<file path="src/rtl/rip_lsu_bram_port.sv">
// RV32 load/store front end for BRAM port 1: lane-aligns stores, classifies
// errors, and extends load data one cycle after acceptance.
`timescale 1ns/1ps
module rip_lsu_bram_port #(
    parameter int unsigned ADDR_WIDTH = 10
) (
    input  logic                  clk,
    input  logic                  rstn,
    input  logic                  req_valid,
    output logic                  req_ready,
    input  logic                  req_we,
    input  logic [2:0]            req_funct3,
    input  logic [31:0]           req_addr,
    input  logic [31:0]           req_wdata,
    input  logic [4:0]            req_rd,
    output logic                  resp_valid,
    input  logic                  resp_ready,
    output logic [31:0]           resp_data,
    output logic [4:0]            resp_rd,
    output logic [1:0]            resp_err,
    output logic                  mem_enable,
    output logic [ADDR_WIDTH-1:0] mem_addr,
    output logic [3:0]            mem_we,
    output logic [31:0]           mem_din,
    input  logic [31:0]           mem_dout
);

    localparam int unsigned B_WIDTH = 8;
    localparam int unsigned D_WIDTH = 32;
    localparam int unsigned M_WIDTH = D_WIDTH / B_WIDTH;

    typedef enum logic [1:0] {
        ERR_OK       = 2'b00,
        ERR_MISALIGN = 2'b01,
        ERR_FAULT    = 2'b10,
        ERR_ILLEGAL  = 2'b11
    } err_e;

    logic               resp_valid_q, resp_valid_d;
    logic               is_load_q,    is_load_d;
    logic [2:0]         funct3_q,     funct3_d;
    logic [1:0]         off_q,        off_d;
    logic [4:0]         rd_q,         rd_d;
    err_e               err_q,        err_d;

    logic               accept;
    logic               illegal;
    logic               misalign;
    logic               fault;
    err_e               req_err;
    logic [M_WIDTH-1:0] we_mask;
    logic [31:0]        lane;

    assign req_ready = rstn && (!resp_valid_q || resp_ready);
    assign accept    = req_valid && req_ready;

    // Request classification; illegal beats misaligned beats access fault.
    always_comb begin
        illegal  = 1'b0;
        misalign = 1'b0;
        if (req_we) begin
            illegal = req_funct3[2] || (req_funct3[1:0] == 2'b11);
        end else begin
            illegal = (req_funct3[1:0] == 2'b11) || (req_funct3 == 3'b110);
        end
        case (req_funct3[1:0])
            2'b01:   misalign = req_addr[0];
            2'b10:   misalign = (req_addr[1:0] != 2'b00);
            default: misalign = 1'b0;
        endcase
        fault = ((req_addr >> (ADDR_WIDTH + 2)) != 32'd0);
        if (illegal) begin
            req_err = ERR_ILLEGAL;
        end else if (misalign) begin
            req_err = ERR_MISALIGN;
        end else if (fault) begin
            req_err = ERR_FAULT;
        end else begin
            req_err = ERR_OK;
        end
    end

    // Store lane replication and byte-enable mask.
    always_comb begin
        mem_din = req_wdata;
        we_mask = 4'b1111;
        case (req_funct3[1:0])
            2'b00: begin
                mem_din = {4{req_wdata[7:0]}};
                we_mask = 4'b0001 << req_addr[1:0];
            end
            2'b01: begin
                mem_din = {2{req_wdata[15:0]}};
                we_mask = 4'b0011 << req_addr[1:0];
            end
            default: begin
                mem_din = req_wdata;
                we_mask = 4'b1111;
            end
        endcase
    end

    assign mem_enable = accept && (req_err == ERR_OK);
    assign mem_addr   = req_addr[ADDR_WIDTH+1:2];
    assign mem_we     = (mem_enable && req_we) ? we_mask : 4'b0000;

    // Response stage next state: reload on accept, else drain on consume.
    always_comb begin
        resp_valid_d = resp_valid_q;
        is_load_d    = is_load_q;
        funct3_d     = funct3_q;
        off_d        = off_q;
        rd_d         = rd_q;
        err_d        = err_q;
        if (accept) begin
            resp_valid_d = 1'b1;
            is_load_d    = !req_we;
            funct3_d     = req_funct3;
            off_d        = req_addr[1:0];
            rd_d         = req_rd;
            err_d        = req_err;
        end else if (resp_ready) begin
            resp_valid_d = 1'b0;
        end
    end

    always_ff @(posedge clk or negedge rstn) begin
        if (!rstn) begin
            resp_valid_q <= 1'b0;
            is_load_q    <= 1'b0;
            funct3_q     <= 3'b000;
            off_q        <= 2'b00;
            rd_q         <= 5'd0;
            err_q        <= ERR_OK;
        end else begin
            resp_valid_q <= resp_valid_d;
            is_load_q    <= is_load_d;
            funct3_q     <= funct3_d;
            off_q        <= off_d;
            rd_q         <= rd_d;
            err_q        <= err_d;
        end
    end

    // Load extraction works off the BRAM output, which holds while stalled.
    always_comb begin
        lane      = mem_dout >> {off_q, 3'b000};
        resp_data = 32'd0;
        if (resp_valid_q && is_load_q && (err_q == ERR_OK)) begin
            case (funct3_q)
                3'b000:  resp_data = {{24{lane[7]}}, lane[7:0]};
                3'b001:  resp_data = {{16{lane[15]}}, lane[15:0]};
                3'b100:  resp_data = {24'd0, lane[7:0]};
                3'b101:  resp_data = {16'd0, lane[15:0]};
                default: resp_data = lane;
            endcase
        end
    end

    assign resp_valid = resp_valid_q;
    assign resp_rd    = rd_q;
    assign resp_err   = err_q;

endmodule

</file>
<file path="config.mk">
export PLATFORM = sky130hd
export DESIGN_NAME = rip_lsu_bram_port
export DESIGN_NICKNAME = d
export VERILOG_FILES = /design/src/rtl/rip_lsu_bram_port.sv
export SDC_FILE = /design/constraint.sdc
export NUM_CORES = 1
export LEC_CHECK = 0
export ABC_CLOCK_PERIOD_IN_PS = 3400
export CORE_MARGIN = 2
export CORE_UTILIZATION = 33
export CTS_BUF_LIST = sky130_fd_sc_hd__clkbuf_8
export DETAILED_ROUTE_END_ITERATION = 8
export HOLD_SLACK_MARGIN = 0.03
export PLACE_DENSITY = 0.95
export RECOVER_POWER = 50
export SKIP_LAST_GASP = 1
export SYNTH_ARGS = -nofsm -noshare
export SYNTH_HDL_FRONTEND = slang
export SYNTH_SLANG_ARGS = --single-unit
</file>
<file path="constraint.sdc">
create_clock -name clk -period 3.4 [get_ports clk]
set_input_delay 0.68 -clock clk [delete_from_list [all_inputs] [get_ports clk]]
set_output_delay 0.68 -clock clk [all_outputs]
set_load 0.02 [all_outputs]
</file>
==> results.json <==
{
  "status": "completed",
  "synth-adder-area-share_pct": 2.514,
  "cap_violations": 0,
  "final_nets": 539,
  "ant_nets": 0,
  "synth_area_um2": 1991,
  "ys.flop_type": "dfrtp_1",
  "crit_chain": "clkdlybuf4s50_1, inv_1, ha_1, o21ai_0, nand2b_1, or3_4, nor4b_2, clkbuf_2",
  "die_area_um2": 6669,
  "totalWireLength_um": 7791,
  "antenna_found_initial": 0,
  "p_clk_share_pct": 17.3,
  "dr.pass1.iters": 6,
  "setup_violations": 0,
  "p_int_uw": 584.5,
  "layout-drive-gt1-share_pct": 13.41,
  "drt_iter0_markers": 55,
  "wl_per_cell_um": 15.58,
  "finalInstanceArea_um2": 3837,
  "cp_max_fo": 6,
  "place_congestion": 0.7718,
  "powerDensity_nw_per_um2": 247.2,
  "insertion_delay_ns": 0.25,
  "end_kind": "primary output",
  "total_power_uw": 948.5,
  "power_leakage_nw": 1.746,
  "rows": 28,
  "slowest_stage": "clkdlybuf4s50_1",
  "cts_tree": "done",
  "synth_top_family_by_area": "compound AO/OA/AOI/OAI gates",
  "viasPerCell": 5.248,
  "n_antenna_cell": 0,
  "placed_area_um2": 3780,
  "worstPathArrival_ns": 2.71,
  "timing.reg2reg.setup_slack_ns": 1.75,
  "rsz0062_at_grt": "yes",
  "grt_pass1_vias": 2462,
  "portBuffers": 176,
  "slew_violations": 0,
  "cts_max_path_buffers": 2,
  "io_pins": 197,
  "die_w_um": 81.67,
  "grt_first_pass_wirelength_um": 11210,
  "cts_sinks": 14,
  "finalCritPeriodShare_pct": 99.57,
  "cts.clk_slew.worst_paths_ns": 0.06,
  "fin_worst_skew_ns": 0.002400,
  "worst_ep_required_time_ns": 2.72,
  "vdd_ir_drop_max_uv": 209.1,
  "pwr-share-comb_pct": 59.8,
  "synth_compound_area_share_pct": 26.65,
  "whs_ns": 0.4765,
  "synthToLayoutAreaGrowth_pct": 92.77,
  "synthXorXnorAreaFrac_pct": 0,
  "muxShareOfSynthArea_pct": 15.27,
  "async_flop_share_pct": 100.0,
  "placed_cells": 496,
  "synth-edff-count": 0,
  "grt-ovfl-total": 0,
  "hp-class": "reg2reg",
  "core-area_um2": 5886,
  "avgSynthCellArea_um2": 7.569,
  "drc": 0,
  "start_util_pct": 33.82,
  "ys_seq_area_share_pct": 17.60,
  "tightest_slew_ns": 0.5436,
  "hold_viol": 0,
  "fillerInstances": 500,
  "cts_buffers": 3,
  "crit_type": "in2out",
  "die_h_um": 81.67,
  "fin_util_pct": 65.20,
  "yosysUniqueCellTypes": 44,
  "swShare_pct": 38.37,
  "finalNonFillerCells": 500,
  "power.net_switching_uw": 363.9,
  "ys_ff_latch": 14,
  "grt_max_degree": 29,
  "synth_nets": 376,
  "synthCells": 263,
  "synth_simple_gate_area_share_pct": 25.52,
  "cts_root_buf": "clkbuf_8",
  "power_frac_seq_pct": 22.9,
  "htree_num_levels": 1,
  "fmax_mhz": 295.4,
  "maxSlewHeadroom_pct": 63.76,
  "min_period_ns": 3.385,
  "cts_setup_buffers": 0,
  "max_stage_delay_ns": 0.51,
  "yosys_warnings": 0,
  "num_vias": 2624,
  "grt_use_total_pct": 21.06,
  "dp_hpwl_um": 6114,
  "start_kind": "input pin"
}
-- layout make-up --
cell class,count,area [um^2],share of cell area [%]
multi-input cells,207,1435,37.40
clock buffers,4,55.05,1.435
flip-flops and latches,14,350.3,9.129
inverters,3,11.26,0.2934
well taps,75,93.84,2.445
repair buffers,197,1892,49.30
-- path summary, 6_finish.rpt --
kind                               startpoint          end  cells past startpoint
max in group asynchronous                rstn  funct3_q[2]                      2
worst max register to register     resp_valid     off_q[0]                      4
worst max-delay path            req_funct3[0]    mem_we[0]                      8
worst min register to register     resp_rd[3]   resp_rd[3]                      2
min in group asynchronous                rstn   resp_rd[0]                      2
worst min-delay path               resp_rd[3]   resp_rd[3]                      2
-- critical path: cells and delay by family --
kind                       cells  cell delay [ns]
AOI/OAI and AO/OA              1             0.17
adders and majority gates      1             0.23
buffers and inverters          3             0.82
and+or+nand+nor                3             0.80
-- metrics by stage --
step,worst slack [ns],setup TNS (ns)
floorplan,0.2936,0
global placement,-0.4064,-4.018
detailed placement,-0.5307,-6.482
CTS,-0.08724,-0.08724
global route,-0.04546,-0.06722
finish,0.01454,0
-- cells in the final DEF (no fill, tap or decap), types with 2 or more instances in the layout --
cell type	n
nor2_4	2
nor2b_1	8
nand2_1	41
a21o_1	8
dlygate4sd3_1	9
nand2b_1	2
a21oi_2	8
and2_1	7
clkdlybuf4s50_1	130
nor4_1	5
a22o_1	8
nor4b_2	3
inv_1	3
nand3b_1	2
dfrtp_1	14
buf_4	20
o22ai_1	2
ha_1	4
and3_1	2
clkbuf_8	4
dlygate4sd2_1	28
o21ai_0	12
a22oi_1	8
nand3_1	2
mux2i_1	18
a211oi_1	14
nor2_1	15
o21ai_1	9
mux2_2	11
dlymetal6s2s_1	4
-- power by group through the flow --
stage	sequential, mW	combinational, mW	clock, mW
final	0.217	0.567	0.164
after global routing	0.220	0.609	0.172
after CTS	0.217	0.573	0.163
after detailed placement	0.219	0.583	0
after global placement	0.217	0.568	0
after floorplan	0.230	0.306	0
-- cells in the mapped netlist (2+ instances only) --
cell | instances | area, um^2
inv_1 | 3 | 11.26
buf_6 | 2 | 22.52
a21o_1 | 8 | 60.06
o21ai_1 | 9 | 45.04
a22o_1 | 8 | 70.07
nor4b_1 | 4 | 35.03
o21ai_0 | 12 | 60.06
ha_1 | 4 | 50.05
nand2b_1 | 3 | 18.77
and3_1 | 2 | 12.51
or3_1 | 2 | 12.51
and2_1 | 7 | 43.79
nor2_1 | 15 | 56.30
a21oi_2 | 8 | 70.07
clkbuf_1 | 12 | 45.04
mux2i_1 | 18 | 180.2
nand2_1 | 41 | 153.9
mux2_2 | 11 | 123.9
a211oi_1 | 14 | 105.1
nor2b_1 | 8 | 50.05
nand3b_1 | 2 | 15.01
a22oi_1 | 8 | 60.06
dfrtp_1 | 14 | 350.3
buf_4 | 18 | 135.1
o22ai_1 | 2 | 12.51
buf_2 | 6 | 30.03
nor4_1 | 5 | 31.28
-- state kept, by name, summed over array words and instances, names as in the netlist --
name,cells
resp_rd,5
funct3_q,3
off_q,2
resp_err,2
is_load_q,1
resp_valid,1
-- routing by layer --
metal	up-vias	global-route usage, %	share of wire (%)
li1	1256	-	-
met1	1223	24.33	40
met2	135	39.67	49
met3	10	4.615	10
met4	0	4.167	1.1
met5	-	0	0
-- logic make-up (layout without fill, tap and decap cells) --
logic type	Yosys count	in the layout
and+or+nand+nor	99	99
AOI/OAI and AO/OA	75	75
buffers and inverters	42	204
muxes	29	29
DFF	14	14
adders and majority gates	4	4
-- what timing repair did --
| item | 4_1_cts | 5_1_grt |
|---|---|---|
| hold buffers | 0 | 0 |
| hold endpoints to repair | 0 | 0 |
| pin swaps | 0 | 1 |
| gates resized for setup | 50 | 15 |
| setup endpoints to repair | 37 | 20 |
Power figures use the tool's default switching activity.
